## config.mk

```make
export PLATFORM = sky130hd
export DESIGN_NAME = sdram_burst_scheduler
export DESIGN_NICKNAME = d
export VERILOG_FILES = /design/src/rtl/sdram_burst_scheduler.sv
export SDC_FILE = /design/constraint.sdc
export NUM_CORES = 1
export LEC_CHECK = 0
export ABC_AREA = 1
export CAP_MARGIN = 20
export CORE_MARGIN = 2
export CORE_UTILIZATION = 50
export CTS_CLUSTER_SIZE = 20
export DETAILED_ROUTE_END_ITERATION = 10
export PLACE_DENSITY = 0.81
export SYNTH_ARGS = -nofsm -noshare
export SYNTH_HDL_FRONTEND = slang
export SYNTH_SLANG_ARGS = --single-unit
```

## constraint.sdc

```tcl
create_clock -name iCLK -period 9.1 [get_ports iCLK]
set_input_delay 1.82 -clock iCLK [delete_from_list [all_inputs] [get_ports iCLK]]
set_output_delay 1.82 -clock iCLK [all_outputs]
set_load 0.05 [all_outputs]
```

## src/rtl/sdram_burst_scheduler.sv

```systemverilog
// Burst scheduler for the camera frame buffer: arbitrates four port FIFOs
// (two pixel writers, two VGA readers) and issues one SDRAM burst at a time.
module sdram_burst_scheduler #(
  parameter int unsigned ADDR_W      = 23,
  parameter int unsigned LEN_W       = 8,
  parameter int unsigned USED_W      = 9,
  parameter int unsigned FIFO_DEPTH  = 512,
  parameter int unsigned BURST_LEN   = 80,
  parameter int unsigned BUF0_BASE   = 0,
  parameter int unsigned BUF1_BASE   = 32'h0010_0000,
  parameter int unsigned FRAME_WORDS = 307200,
  parameter int unsigned RD_LOW_MARK = 128
) (
  input  logic              iCLK,
  input  logic              iRST_N,
  input  logic              iLOAD,
  input  logic              iRD_EN,
  input  logic [USED_W-1:0] iWR1_USED,
  input  logic [USED_W-1:0] iWR2_USED,
  input  logic [USED_W-1:0] iRD1_USED,
  input  logic [USED_W-1:0] iRD2_USED,
  input  logic              iCMD_ACK,
  input  logic              iCMD_DONE,
  output logic              oCMD_VALID,
  output logic              oCMD_WRITE,
  output logic [1:0]        oCMD_PORT,
  output logic [ADDR_W-1:0] oCMD_ADDR,
  output logic [LEN_W-1:0]  oCMD_LEN,
  output logic              oBUSY,
  output logic              oWR_FRAME
);

  localparam int unsigned SUM_W = ADDR_W + 1;

  localparam logic [USED_W-1:0] WR_MIN  = USED_W'(BURST_LEN);
  localparam logic [USED_W-1:0] RD_MAX  = USED_W'(FIFO_DEPTH - BURST_LEN);
  localparam logic [USED_W-1:0] RD_LOW  = USED_W'(RD_LOW_MARK);
  localparam logic [ADDR_W-1:0] BASE0   = ADDR_W'(BUF0_BASE);
  localparam logic [ADDR_W-1:0] BASE1   = ADDR_W'(BUF1_BASE);
  localparam logic [LEN_W-1:0]  LEN_VAL = LEN_W'(BURST_LEN);
  localparam logic [SUM_W-1:0]  LEN_SUM = SUM_W'(BURST_LEN);
  localparam logic [SUM_W-1:0]  FRM_SUM = SUM_W'(FRAME_WORDS);

  // Index order is port number: WR1, WR2, RD1, RD2.
  localparam logic [3:0][ADDR_W-1:0] PTR_RST = {BASE1, BASE0, BASE1, BASE0};

  typedef enum logic [1:0] {
    S_IDLE  = 2'd0,
    S_ISSUE = 2'd1,
    S_WAIT  = 2'd2
  } state_e;

  state_e                    state_q, state_d;
  logic [3:0][ADDR_W-1:0]    ptr_q, ptr_d;
  logic [1:0]                last_q, last_d;
  logic                      load_pend_q, load_pend_d;
  logic                      cmd_valid_q, cmd_valid_d;
  logic                      cmd_write_q, cmd_write_d;
  logic [1:0]                cmd_port_q, cmd_port_d;
  logic [ADDR_W-1:0]         cmd_addr_q, cmd_addr_d;
  logic [LEN_W-1:0]          cmd_len_q, cmd_len_d;
  logic                      busy_q, busy_d;
  logic                      frame_q, frame_d;

  logic [3:0]                elig_c;
  logic                      urg_rd1_c, urg_rd2_c;
  logic                      gnt_any_c;
  logic [1:0]                gnt_port_c;
  logic [1:0]                rr_idx_c;
  logic                      rr_found_c;
  logic [ADDR_W-1:0]         cur_base_c;
  logic [SUM_W-1:0]          adv_sum_c;
  logic [SUM_W-1:0]          wrap_lim_c;
  logic                      wrap_c;
  logic [ADDR_W-1:0]         adv_ptr_c;

  // Per-port eligibility and read urgency.
  always_comb begin
    elig_c[0] = (iWR1_USED >= WR_MIN);
    elig_c[1] = (iWR2_USED >= WR_MIN);
    elig_c[2] = iRD_EN && (iRD1_USED <= RD_MAX);
    elig_c[3] = iRD_EN && (iRD2_USED <= RD_MAX);
    urg_rd1_c = elig_c[2] && (iRD1_USED < RD_LOW);
    urg_rd2_c = elig_c[3] && (iRD2_USED < RD_LOW);
  end

  // Urgent reads win outright, otherwise round-robin after the last grant.
  always_comb begin
    gnt_any_c  = |elig_c;
    gnt_port_c = 2'd0;
    rr_idx_c   = 2'd0;
    rr_found_c = 1'b0;
    if (urg_rd1_c) begin
      gnt_port_c = 2'd2;
    end else if (urg_rd2_c) begin
      gnt_port_c = 2'd3;
    end else begin
      for (int i = 1; i <= 4; i++) begin
        rr_idx_c = last_q + 2'(i);
        if (!rr_found_c && elig_c[rr_idx_c]) begin
          gnt_port_c = rr_idx_c;
          rr_found_c = 1'b1;
        end
      end
    end
  end

  // Pointer advance for the port of the burst in flight, wrapping at frame end.
  always_comb begin
    cur_base_c = cmd_port_q[0] ? BASE1 : BASE0;
    adv_sum_c  = {1'b0, ptr_q[cmd_port_q]} + LEN_SUM;
    wrap_lim_c = {1'b0, cur_base_c} + FRM_SUM;
    wrap_c     = (adv_sum_c >= wrap_lim_c);
    adv_ptr_c  = wrap_c ? cur_base_c : adv_sum_c[ADDR_W-1:0];
  end

  always_comb begin
    state_d     = state_q;
    ptr_d       = ptr_q;
    last_d      = last_q;
    load_pend_d = load_pend_q;
    cmd_valid_d = cmd_valid_q;
    cmd_write_d = cmd_write_q;
    cmd_port_d  = cmd_port_q;
    cmd_addr_d  = cmd_addr_q;
    cmd_len_d   = cmd_len_q;
    frame_d     = 1'b0;

    unique case (state_q)
      S_IDLE: begin
        if (iLOAD) begin
          ptr_d = PTR_RST;
        end else if (gnt_any_c && !load_pend_q) begin
          state_d     = S_ISSUE;
          cmd_valid_d = 1'b1;
          cmd_port_d  = gnt_port_c;
          cmd_write_d = ~gnt_port_c[1];
          cmd_addr_d  = ptr_q[gnt_port_c];
          cmd_len_d   = LEN_VAL;
          last_d      = gnt_port_c;
        end
      end
      S_ISSUE: begin
        if (iLOAD) load_pend_d = 1'b1;
        if (iCMD_ACK) begin
          cmd_valid_d = 1'b0;
          state_d     = S_WAIT;
        end
      end
      S_WAIT: begin
        if (iCMD_DONE) begin
          state_d = S_IDLE;
          // A load seen during the burst (or with DONE) overrides its advance.
          if (load_pend_q || iLOAD) begin
            ptr_d       = PTR_RST;
            load_pend_d = 1'b0;
          end else begin
            ptr_d[cmd_port_q] = adv_ptr_c;
            frame_d           = wrap_c && (cmd_port_q == 2'd0);
          end
        end else if (iLOAD) begin
          load_pend_d = 1'b1;
        end
      end
      default: begin
        state_d = S_IDLE;
      end
    endcase

    busy_d = (state_d != S_IDLE);
  end

  always_ff @(posedge iCLK or negedge iRST_N) begin
    if (!iRST_N) begin
      state_q     <= S_IDLE;
      ptr_q       <= PTR_RST;
      last_q      <= 2'd3;
      load_pend_q <= 1'b0;
      cmd_valid_q <= 1'b0;
      cmd_write_q <= 1'b0;
      cmd_port_q  <= 2'd0;
      cmd_addr_q  <= '0;
      cmd_len_q   <= '0;
      busy_q      <= 1'b0;
      frame_q     <= 1'b0;
    end else begin
      state_q     <= state_d;
      ptr_q       <= ptr_d;
      last_q      <= last_d;
      load_pend_q <= load_pend_d;
      cmd_valid_q <= cmd_valid_d;
      cmd_write_q <= cmd_write_d;
      cmd_port_q  <= cmd_port_d;
      cmd_addr_q  <= cmd_addr_d;
      cmd_len_q   <= cmd_len_d;
      busy_q      <= busy_d;
      frame_q     <= frame_d;
    end
  end

  assign oCMD_VALID = cmd_valid_q;
  assign oCMD_WRITE = cmd_write_q;
  assign oCMD_PORT  = cmd_port_q;
  assign oCMD_ADDR  = cmd_addr_q;
  assign oCMD_LEN   = cmd_len_q;
  assign oBUSY      = busy_q;
  assign oWR_FRAME  = frame_q;

endmodule

```

* Word level (Yosys, flattened, before mapping) *
Index checks and enable logic that the tools add are counted.

operators by class
  add/sub/neg operators = 5
  eq/ne operators = 8
  reduce and logical (&&, ||, !) cells = 26
  bitwise logic cells = 2
  multiplexer cells = 52
  magnitude comparators = 14

operator list
  kind                                                                count
  2-to-1 mux 92 bit                                                   3
  case mux 92 bit (2 select lines)                                    1
  binary-select mux 23 bit (select 2 bit)                             2
  bitwise mux 92 bit                                                  1
  2-to-1 mux 23 bit                                                   4
  demux 23 bit (select 2 bit)                                         1
  adder 23 x 7 -> 24 bit (second input constant)                      1
  greater-or-equal comparator 24 x 22 -> 1 bit                        1
  adder 21 x 19 -> 22 bit (second input constant)                     1
  2-to-1 mux 1 bit                                                    22
  2-to-1 mux 21 bit                                                   1
  2-to-1 mux 2 bit                                                    10
  greater-or-equal comparator 9 x 7 -> 1 bit (second input constant)  2
  <= comparator 9 bit (second input constant)                         2
  < comparator 2 x 3 -> 1 bit (second input constant)                 6
  < comparator 9 x 8 -> 1 bit (second input constant)                 2
  logical AND 1 bit                                                   10
  != test 2 bit (second input constant)                               5
  binary-select mux 1 bit (select 2 bit)                              4
  nonzero test 2 bit                                                  4
  case mux 2 bit (3 select lines)                                     1
  AND reduction 3 bit                                                 2
  adder 2 bit (second input constant)                                 2
  zero test 1 bit                                                     4
  other kinds (12)                                                    15

storage, ports and cells
  bits in registers = 127
  output and inout bits = 37
  bits of input ports = 42
  logic and storage cells = 121

* Longest topological paths before layout *
Gate-level depths: netlist of run 1.

  depth in word-level cells = 24
  depth in mapped cells = 24
  gate-level depth less buffers = 23

* Worst setup path before layout of run 1 *
OpenSTA, ideal clock, no wires.

  kind = in2reg
  start = input port iWR1_USED[5]
  end = register cmd_addr_q[3], in the netlist oCMD_ADDR[3]
  cell stages on the path = 17
  required time = 8.982 ns
  slack = 5.459 ns
  buffers on the path = 2
  arrival time = 3.523 ns
  setup time = 0.118 ns
  cell sequence = o21ai_0 and2_1 nand2_1 o21ai_0 or2_2 nand2_1 a21oi_1 nand2_1 nand2_1 nand2_1 buf_2 clkbuf_1 nand3_1 nand3_1 nand2_1 nand2_1 nand2_1

on the way
  longest elaborated chain between the ends = 23
  elaborated cells on any way between the ends = 35
  those cells by class = order compare (1); mux (25); reduce/logical (9)

ends and longest elaborated chain
  item                                          RTL line  source
  start: declaration                            18        input logic [USED_W-1:0] iWR1_USED,
  greater-or-equal comparator 9 x 7 -> 1 bit *  79        elig_c[0] = (iWR1_USED >= WR_MIN);
  binary-select mux 1 bit (select 2 bit)        100       if (!rr_found_c && elig_c[rr_idx_c]) begin
  2-to-1 mux 1 bit (not written as such)        100
  2-to-1 mux 1 bit                              100
  2-to-1 mux 1 bit                              95        end else if (urg_rd2_c) begin
  2-to-1 mux 1 bit                              93        if (urg_rd1_c) begin
  zero test 1 bit                               100
  logical AND 1 bit                             100
  (+7 left out)                                 -
  2-to-1 mux 1 bit                              93
  zero test 1 bit                               100
  logical AND 1 bit                             100
  2-to-1 mux 2 bit                              100
  2-to-1 mux 2 bit                              95
  2-to-1 mux 2 bit                              93
  binary-select mux 23 bit (select 2 bit)       138       cmd_addr_d = ptr_q[gnt_port_c];
  2-to-1 mux 23 bit (not written as such)       138
  end signal: assignment                        194       cmd_addr_q <= cmd_addr_d;
  end: declaration                              60        logic [ADDR_W-1:0] cmd_addr_q, cmd_addr_d;

Every way passes the cells marked *; elsewhere a longest branch is shown, timed or not. The select of a mux whose other input is x is not followed.
A chain may end at the register's enable or synchronous reset.

* Worst setup path in the final report of run 1 *
  start = input port iWR2_USED[5]
  end = register cmd_addr_q[7], in the netlist oCMD_ADDR[7]

on the way
  longest elaborated chain between the ends = 23
  elaborated cells on any way between the ends = 35
  those cells by class = order compare (1); mux (25); reduce/logical (9)

ends and longest elaborated chain
  item                                          RTL line  source
  start: declaration                            19        input logic [USED_W-1:0] iWR2_USED,
  greater-or-equal comparator 9 x 7 -> 1 bit *  80        elig_c[1] = (iWR2_USED >= WR_MIN);
  binary-select mux 1 bit (select 2 bit)        100
  2-to-1 mux 1 bit (not written as such)        100
  2-to-1 mux 1 bit                              100
  2-to-1 mux 1 bit                              95
  2-to-1 mux 1 bit                              93
  zero test 1 bit                               100
  logical AND 1 bit                             100
  (+7 left out)                                 -
  2-to-1 mux 1 bit                              93
  zero test 1 bit                               100
  logical AND 1 bit                             100
  2-to-1 mux 2 bit                              100
  2-to-1 mux 2 bit                              95
  2-to-1 mux 2 bit                              93
  binary-select mux 23 bit (select 2 bit)       138
  2-to-1 mux 23 bit (not written as such)       138

Marks and branches as above.

==> impl_metrics.tcl, run 1 <==
set metrics [dict create \
    drv_cap 0 \
    grt_max_degree 82 \
    fmax_mhz 220 \
    min-delay-start "oCMD_ADDR[2]" \
    dr_total_vias 7558 \
    period_needed_ns 4.54 \
    cts_root_buf "clkbuf_16" \
    synth-edff-count 0 \
    path_cells "clkdlybuf4s50_1 > o21ai_0 > nand2_1 > o21ai_0 > nand2_1 > nand2_1 > inv_1 > nor2_1 > nand4_1 > nand4_1 > buf_4 > inv_1 > nand3_1 > nand2_1 > nand2_1 > nand2_1" \
    drc 0 \
    rsz0062_at_grt "false" \
    setup_viol 0 \
    yosysWarnings 0 \
    crit_buf_inv 4 \
    min_to "oCMD_ADDR[2]" \
    pin_count 79 \
    grt_pass1_vias 7237 \
    leakagePower_nw 4.45 \
    yosysMostFrequentCell "nand2_1" \
    htreeDepth 4 \
    fill_cells 1348 \
    rows 45 \
    cp_slowest_cell "inv_1" \
    syn_area_sq_um 7760 \
    numClockSinks 127 \
    crit_family "buffers and inverters" \
    fin_hold_ws_ns 0.475 \
    synth.distinct_cells 39 \
    io_buffers 64 \
    gr-total-overflow 0 \
    hold_viol_final 0 \
    drtAntennaViolNets 0 \
    grt_antenna_before_repair 0 \
    crit_fanout 25 \
    required_ns 9.42 \
    dp_hpwl_um 13300 \
    post_cts_buffers 0 \
    avgViaCountPerCell 5.47 \
    syn-instance-count 1143 \
    cts_resized 0 \
    power_mw 2.78 \
    die-width_um 129 \
    status "finished clean" \
    async_reset_ff_frac 1.00 \
    place_area_sq_um 8410 \
    insertion_delay_ns 0.43 \
    rr_worst_depth 19 \
    tightest_slew_ns 1.07 \
    startpoint "iWR2_USED[5]" \
    final.period_utilization 0.499 \
    path_common_cell "nand2_1" \
    syn2layout_area_growth_pct 15.8 \
    synth_seq_cells 127 \
    peakVddDrop_mv 0.254 \
    avgSynthCellArea_sq_um 6.79 \
    synth_flop_cell "dfrtp_1" \
    nNetsFinal 1229 \
    gr-usage-all-layers 0.273 \
    place_congestion 0.905 \
    ys_top_cells_by_area "dfrtp_1 40%, nand2_1 21%, nand3_1 7.8%" \
    finalSetupTns_ns 0 \
    wirelength_um 21400 \
    critPathCaptureType "flop" \
    n_antenna_cell 0 \
    start_kind "primary input" \
    cts_hold_buf 0 \
    slowest_delay_ns 0.55 \
    stdcell_count 1382 \
    ys_seq_area_frac 0.410 \
    slew_violations 0 \
    drive_gt1_frac 0.0687 \
    whs_path_depth 2 \
    skew_ns 0.00895 \
    initialDrtViolationCount 683 \
    first_pass_iters 5 \
    reg2reg_to "ptr_q[56]" \
    cts_tree "done" \
    start_util 0.510 \
    r2r_start "oCMD_PORT[1]" \
    wl_per_cell_um 15.5 \
    place_inst 1353 \
    clockBufferDepth 2 \
    relSlewSlack 0.289 \
    rrSetupSlack_ns 4.66 \
    grt_pass1_wl_um 35100 \
    worstSetupPathType "primary input to flop" \
    fp.coreArea_sq_um 15200 \
    netlist_top_cells_count "430 x nand2_1, 152 x inv_1, 123 x dfrtp_1" \
    die_h_um 129 \
    die_area_sq_um 16500 \
    hp-class "flop to flop" \
    arrival_ns 4.85 \
    synth_top_area_cell "dfrtp_1" \
    yosysTopAreaCellShare 0.397 \
    cts_buffers 17 \
    p_per_area_nw_per_um2 310 \
    fin_area_sq_um 8990 \
    cts.clk_slew.worst_paths_ns 0.05 \
]
worst register-to-register path: cells and delay by family, from the launching register on:
family,cells,cell delay (ns)
compound gates,1,0.21
flops,1,0.98
simple gates,12,1.86
xor+xnor,1,0.19
buf+inv,4,0.81
fa+ha+maj,1,0.29
placed cells by master (no fill, tap or decap), drive strengths merged, types with 3 or more instances in the layout:
cell and n:
a21oi 11, a22oi 4, and2 3, buf 13, clkbuf 20, clkdlybuf4s50 63, clkinv 6, conb 6
dfrtp 123, dfstp 4, inv 156, nand2 446, nand3 127, nand4 13, nor2 58, nor3 3
o21ai 109, o221ai 4, or2 3, xor2 10
kinds of logic after synthesis:
family | count (synthesis) | synth area share
AO/OA/AOI/OAI | 132 | 0.0903
XOR/XNOR | 10 | 0.0113
adder cells (fa/ha/maj) | 2 | 0.00322
buffers and inverters | 215 | 0.119
flip-flops | 127 | 0.410
other | 1 | 0.000483
AND/OR/NAND/NOR | 656 | 0.366
state kept, by name, summed over array words and instances (netlist names):
register and flops:
state_q 2, oBUSY 1, oCMD_LEN 1, oCMD_ADDR 23, oCMD_VALID 1, ptr_q 92
last_q 2, load_pend_q 1, oCMD_PORT 2, oWR_FRAME 1, oCMD_WRITE 1
layout make-up:
| class | count | area (sq um) | share of cell area |
|---|---|---|---|
| Timing Repair Buffer | 76 | 748 | 0.0832 |
| Multi-Input combinational cell | 806 | 3680 | 0.409 |
| Sequential cell | 127 | 3180 | 0.354 |
| Inverter | 157 | 597 | 0.0664 |
| Clock inverter | 8 | 92.6 | 0.0103 |
| Tap cell | 188 | 235 | 0.0262 |
| Clock buffer | 20 | 457 | 0.0508 |
worst max-delay path by stage:
stage / end / slack, ns / cells after the start
6_report: oCMD_ADDR[7] / 4.56 / 16
4_1_cts: oCMD_ADDR[7] / 4.62 / 18
2_1_floorplan: oCMD_ADDR[3] / 5.46 / 17
3_5_place_dp: oCMD_ADDR[7] / 4.18 / 18
3_3_place_gp: oCMD_ADDR[7] / 4.27 / 16
5_1_grt: oCMD_ADDR[13] / 4.31 / 18
stage by stage:
step | setup slack [ns] | utilization
detailed placement | 4.18 | 0.553
global route | 4.31 | 0.591
CTS | 4.62 | 0.589
finish | 4.56 | 0.591
global placement | 4.27 | 0.553
floorplan | 5.46 | -
where the power goes:
group / internal (mW) / switching (mW)
combinational: 0.392 / 1.06
sequential: 0.633 / 0.0520
clock: 0.407 / 0.238
metal layers:
layer / global-route usage / wire (um) / up-vias
met5: 0 / 0 / -
met4: 0.141 / 719 / 0
met3: 0.0578 / 2160 / 65
met2: 0.457 / 10100 / 399
met1: 0.333 / 8410 / 3451
li1: - / - / 3643
Note: power is estimated with default switching activity, not from simulation.
==> run 2: changes to the inputs <==
--- a/config.mk
+++ b/config.mk
@@ -11,7 +11,7 @@
 export CORE_UTILIZATION = 50
 export CTS_CLUSTER_SIZE = 20
 export DETAILED_ROUTE_END_ITERATION = 10
-export PLACE_DENSITY = 0.81
+export PLACE_DENSITY = 0.83
 export SYNTH_ARGS = -nofsm -noshare
 export SYNTH_HDL_FRONTEND = slang
 export SYNTH_SLANG_ARGS = --single-unit
==> constraint.sdc (replaced) <==
create_clock -name iCLK -period 3.9 [get_ports iCLK]
set_input_delay 0.78 -clock iCLK [delete_from_list [all_inputs] [get_ports iCLK]]
set_output_delay 0.78 -clock iCLK [all_outputs]
set_load 0.05 [all_outputs]
==> run 2 against run 1 <==
Utilization grew 1.3 points. Critical path type is now flop to flop. Global-route usage fell by 0.33 points. First-iteration DRC count increased by 34%. Critical endpoint is now ptr_q[78]. Combinational power increased by 150%. Sequential power is 130% higher. Wire length grew 1.3%. Design area grew 2.1%. Clock power up 150%. Largest power group unchanged. Sequential share of layout area fell by 0.71 points.
==> impl_metrics.tcl, run 2 (synthesized netlist as in run 1, its figures left out) <==
set metrics [dict create \
    drive_gt1_frac 0.0824 \
    period_needed_ns 3.57 \
    dr_wl_met3_um 2030 \
    hp-class "primary input to async pin" \
    layout_commonest_cell "nand2_1" \
    peakVddDrop_mv 0.404 \
    rsz0062_at_grt "false" \
    largest_register_ff_count 92 \
    arrival_ns 3.82 \
    route.layer.met1.wl_um 8870 \
    pin_count 79 \
    fp.coreArea_sq_um 15200 \
    wl_met2_um 10300 \
    gr-usage-all-layers 0.269 \
    rows 45 \
    setup_viol 0 \
    die_h_um 129 \
    relSlewSlack 0.403 \
    grt_max_degree 54 \
    cts.clk_slew.worst_paths_ns 0.05 \
    fin_area_sq_um 9180 \
    drtAntennaViolNets 0 \
    p_per_area_nw_per_um2 739 \
    grt_pass1_vias 7229 \
    gr-total-overflow 0 \
    io_buffers 64 \
    crit_fanout 17 \
    place_congestion 0.946 \
    htreeDepth 4 \
    grt_pass1_wl_um 34700 \
    drv_cap 0 \
    final.period_utilization 0.915 \
    clockBufferDepth 2 \
    die_area_sq_um 16500 \
    tightest_slew_ns 0.894 \
    start_util 0.510 \
    drc 0 \
    top_layer "met4" \
    dr_total_vias 7678 \
    grt_antenna_before_repair 0 \
    hold_viol_final 0 \
    finalSetupTns_ns 0 \
    cts_buffers 17 \
    leakagePower_nw 4.54 \
    cts_hold_buf 0 \
    required_ns 4.16 \
    cts_root_buf "clkbuf_16" \
    initialDrtViolationCount 913 \
    numClockSinks 127 \
    slew_violations 0 \
    critPathCaptureType "flop" \
    final_cell_mix "430 x nand2_1, 152 x inv_1, 121 x nand3_1, 121 x dfrtp_1, 64 x o21ai_0" \
    insertion_delay_ns 0.43 \
    syn2layout_area_growth_pct 18.3 \
    first_pass_iters 6 \
    status "finished clean" \
    fmax_mhz 280 \
    fill_cells 1338 \
    top_register "ptr_q" \
    dp_hpwl_um 14300 \
    place_area_sq_um 8560 \
    cts_tree "done" \
    worstSetupPathType "flop to flop" \
    n_antenna_cell 0 \
    nNetsFinal 1245 \
    wirelength_um 21700 \
    die-width_um 129 \
    wl_per_cell_um 15.5 \
    avgViaCountPerCell 5.48 \
    rr_worst_depth 21 \
    start_kind "flop" \
    skew_ns 0.00690 \
]
run 2: worst paths after layout:
kind	slack (ns)	end	startpoint
hold reg to reg	0.48	oCMD_ADDR[2]	oCMD_ADDR[2]
hold / removal	0.37	ptr_q[52]	iRST_N
setup reg to reg	0.33	ptr_q[78]	oCMD_PORT[0]
setup / recovery	0.33	ptr_q[78]	oCMD_PORT[0]
min in group iCLK	0.48	oCMD_ADDR[2]	oCMD_ADDR[2]
max in group asynchronous	2.67	last_q[1]	iRST_N
run 2: repair_timing:
| item | in CTS | in global routing |
|---|---|---|
| gates resized for setup | 0 | 6 |
| setup buffers | 0 | 1 |
| setup endpoints to repair | 0 | 85 |
run 2: layer usage:
layer | track usage | up-vias
met5 | 0 | -
met4 | 0.120 | 0
met3 | 0.0649 | 66
met2 | 0.453 | 410
met1 | 0.331 | 3527
li1 | - | 3675
run 2: cell type report:
type / instances / area, sq um / area share
multi-input combinational: 806 / 3680 / 0.401
sequential: 127 / 3190 / 0.347
clock buffer: 28 / 527 / 0.0574
tap: 188 / 235 / 0.0256
timing repair buffer: 92 / 873 / 0.0951
clock inverter: 4 / 72.6 / 0.00791
inverter: 157 / 602 / 0.0656
run 2: stage by stage:
stage | hold WS (ns) | total power, mW | utilization | setup slack [ns] | std cells
finish | 0.372 | 6.78 | 0.604 | 0.332 | 1402
global route | 0.419 | 7.13 | 0.604 | 0.0144 | 1402
CTS | 0.390 | 6.70 | 0.602 | 0.122 | 1401
detailed placement | 0.466 | 5.09 | 0.563 | 0.176 | 1369
global placement | 0.463 | 5.01 | 0.563 | 0.293 | 1369
floorplan | 0.453 | 4.02 | - | 0.506 | 1148
run 2: critical path, stage by stage (launching register included):
cell	delay [ns]
dfrtp_2	0.56
nand2_1	0.09
o21ai_1	0.09
nand2_1	0.08
nand2_1	0.08
ha_1	0.22
nand3b_1	0.16
nand2_1	0.08
inv_1	0.10
nand3_1	0.15
nor3_1	0.18
nand3_1	0.10
xor2_1	0.20
inv_1	0.08
ha_1	0.29
nand3_2	0.11
nor2_4	0.19
nand2_1	0.11
nand3_4	0.13
inv_8	0.11
nand2_1	0.14
o21ai_0	0.10
run 2: power by group:
part | total (mW) | switching (mW) | internal, mW
Combinational | 3.58 | 2.55 | 1.03
Clock | 1.60 | 0.556 | 1.04
Sequential | 1.60 | 0.125 | 1.48
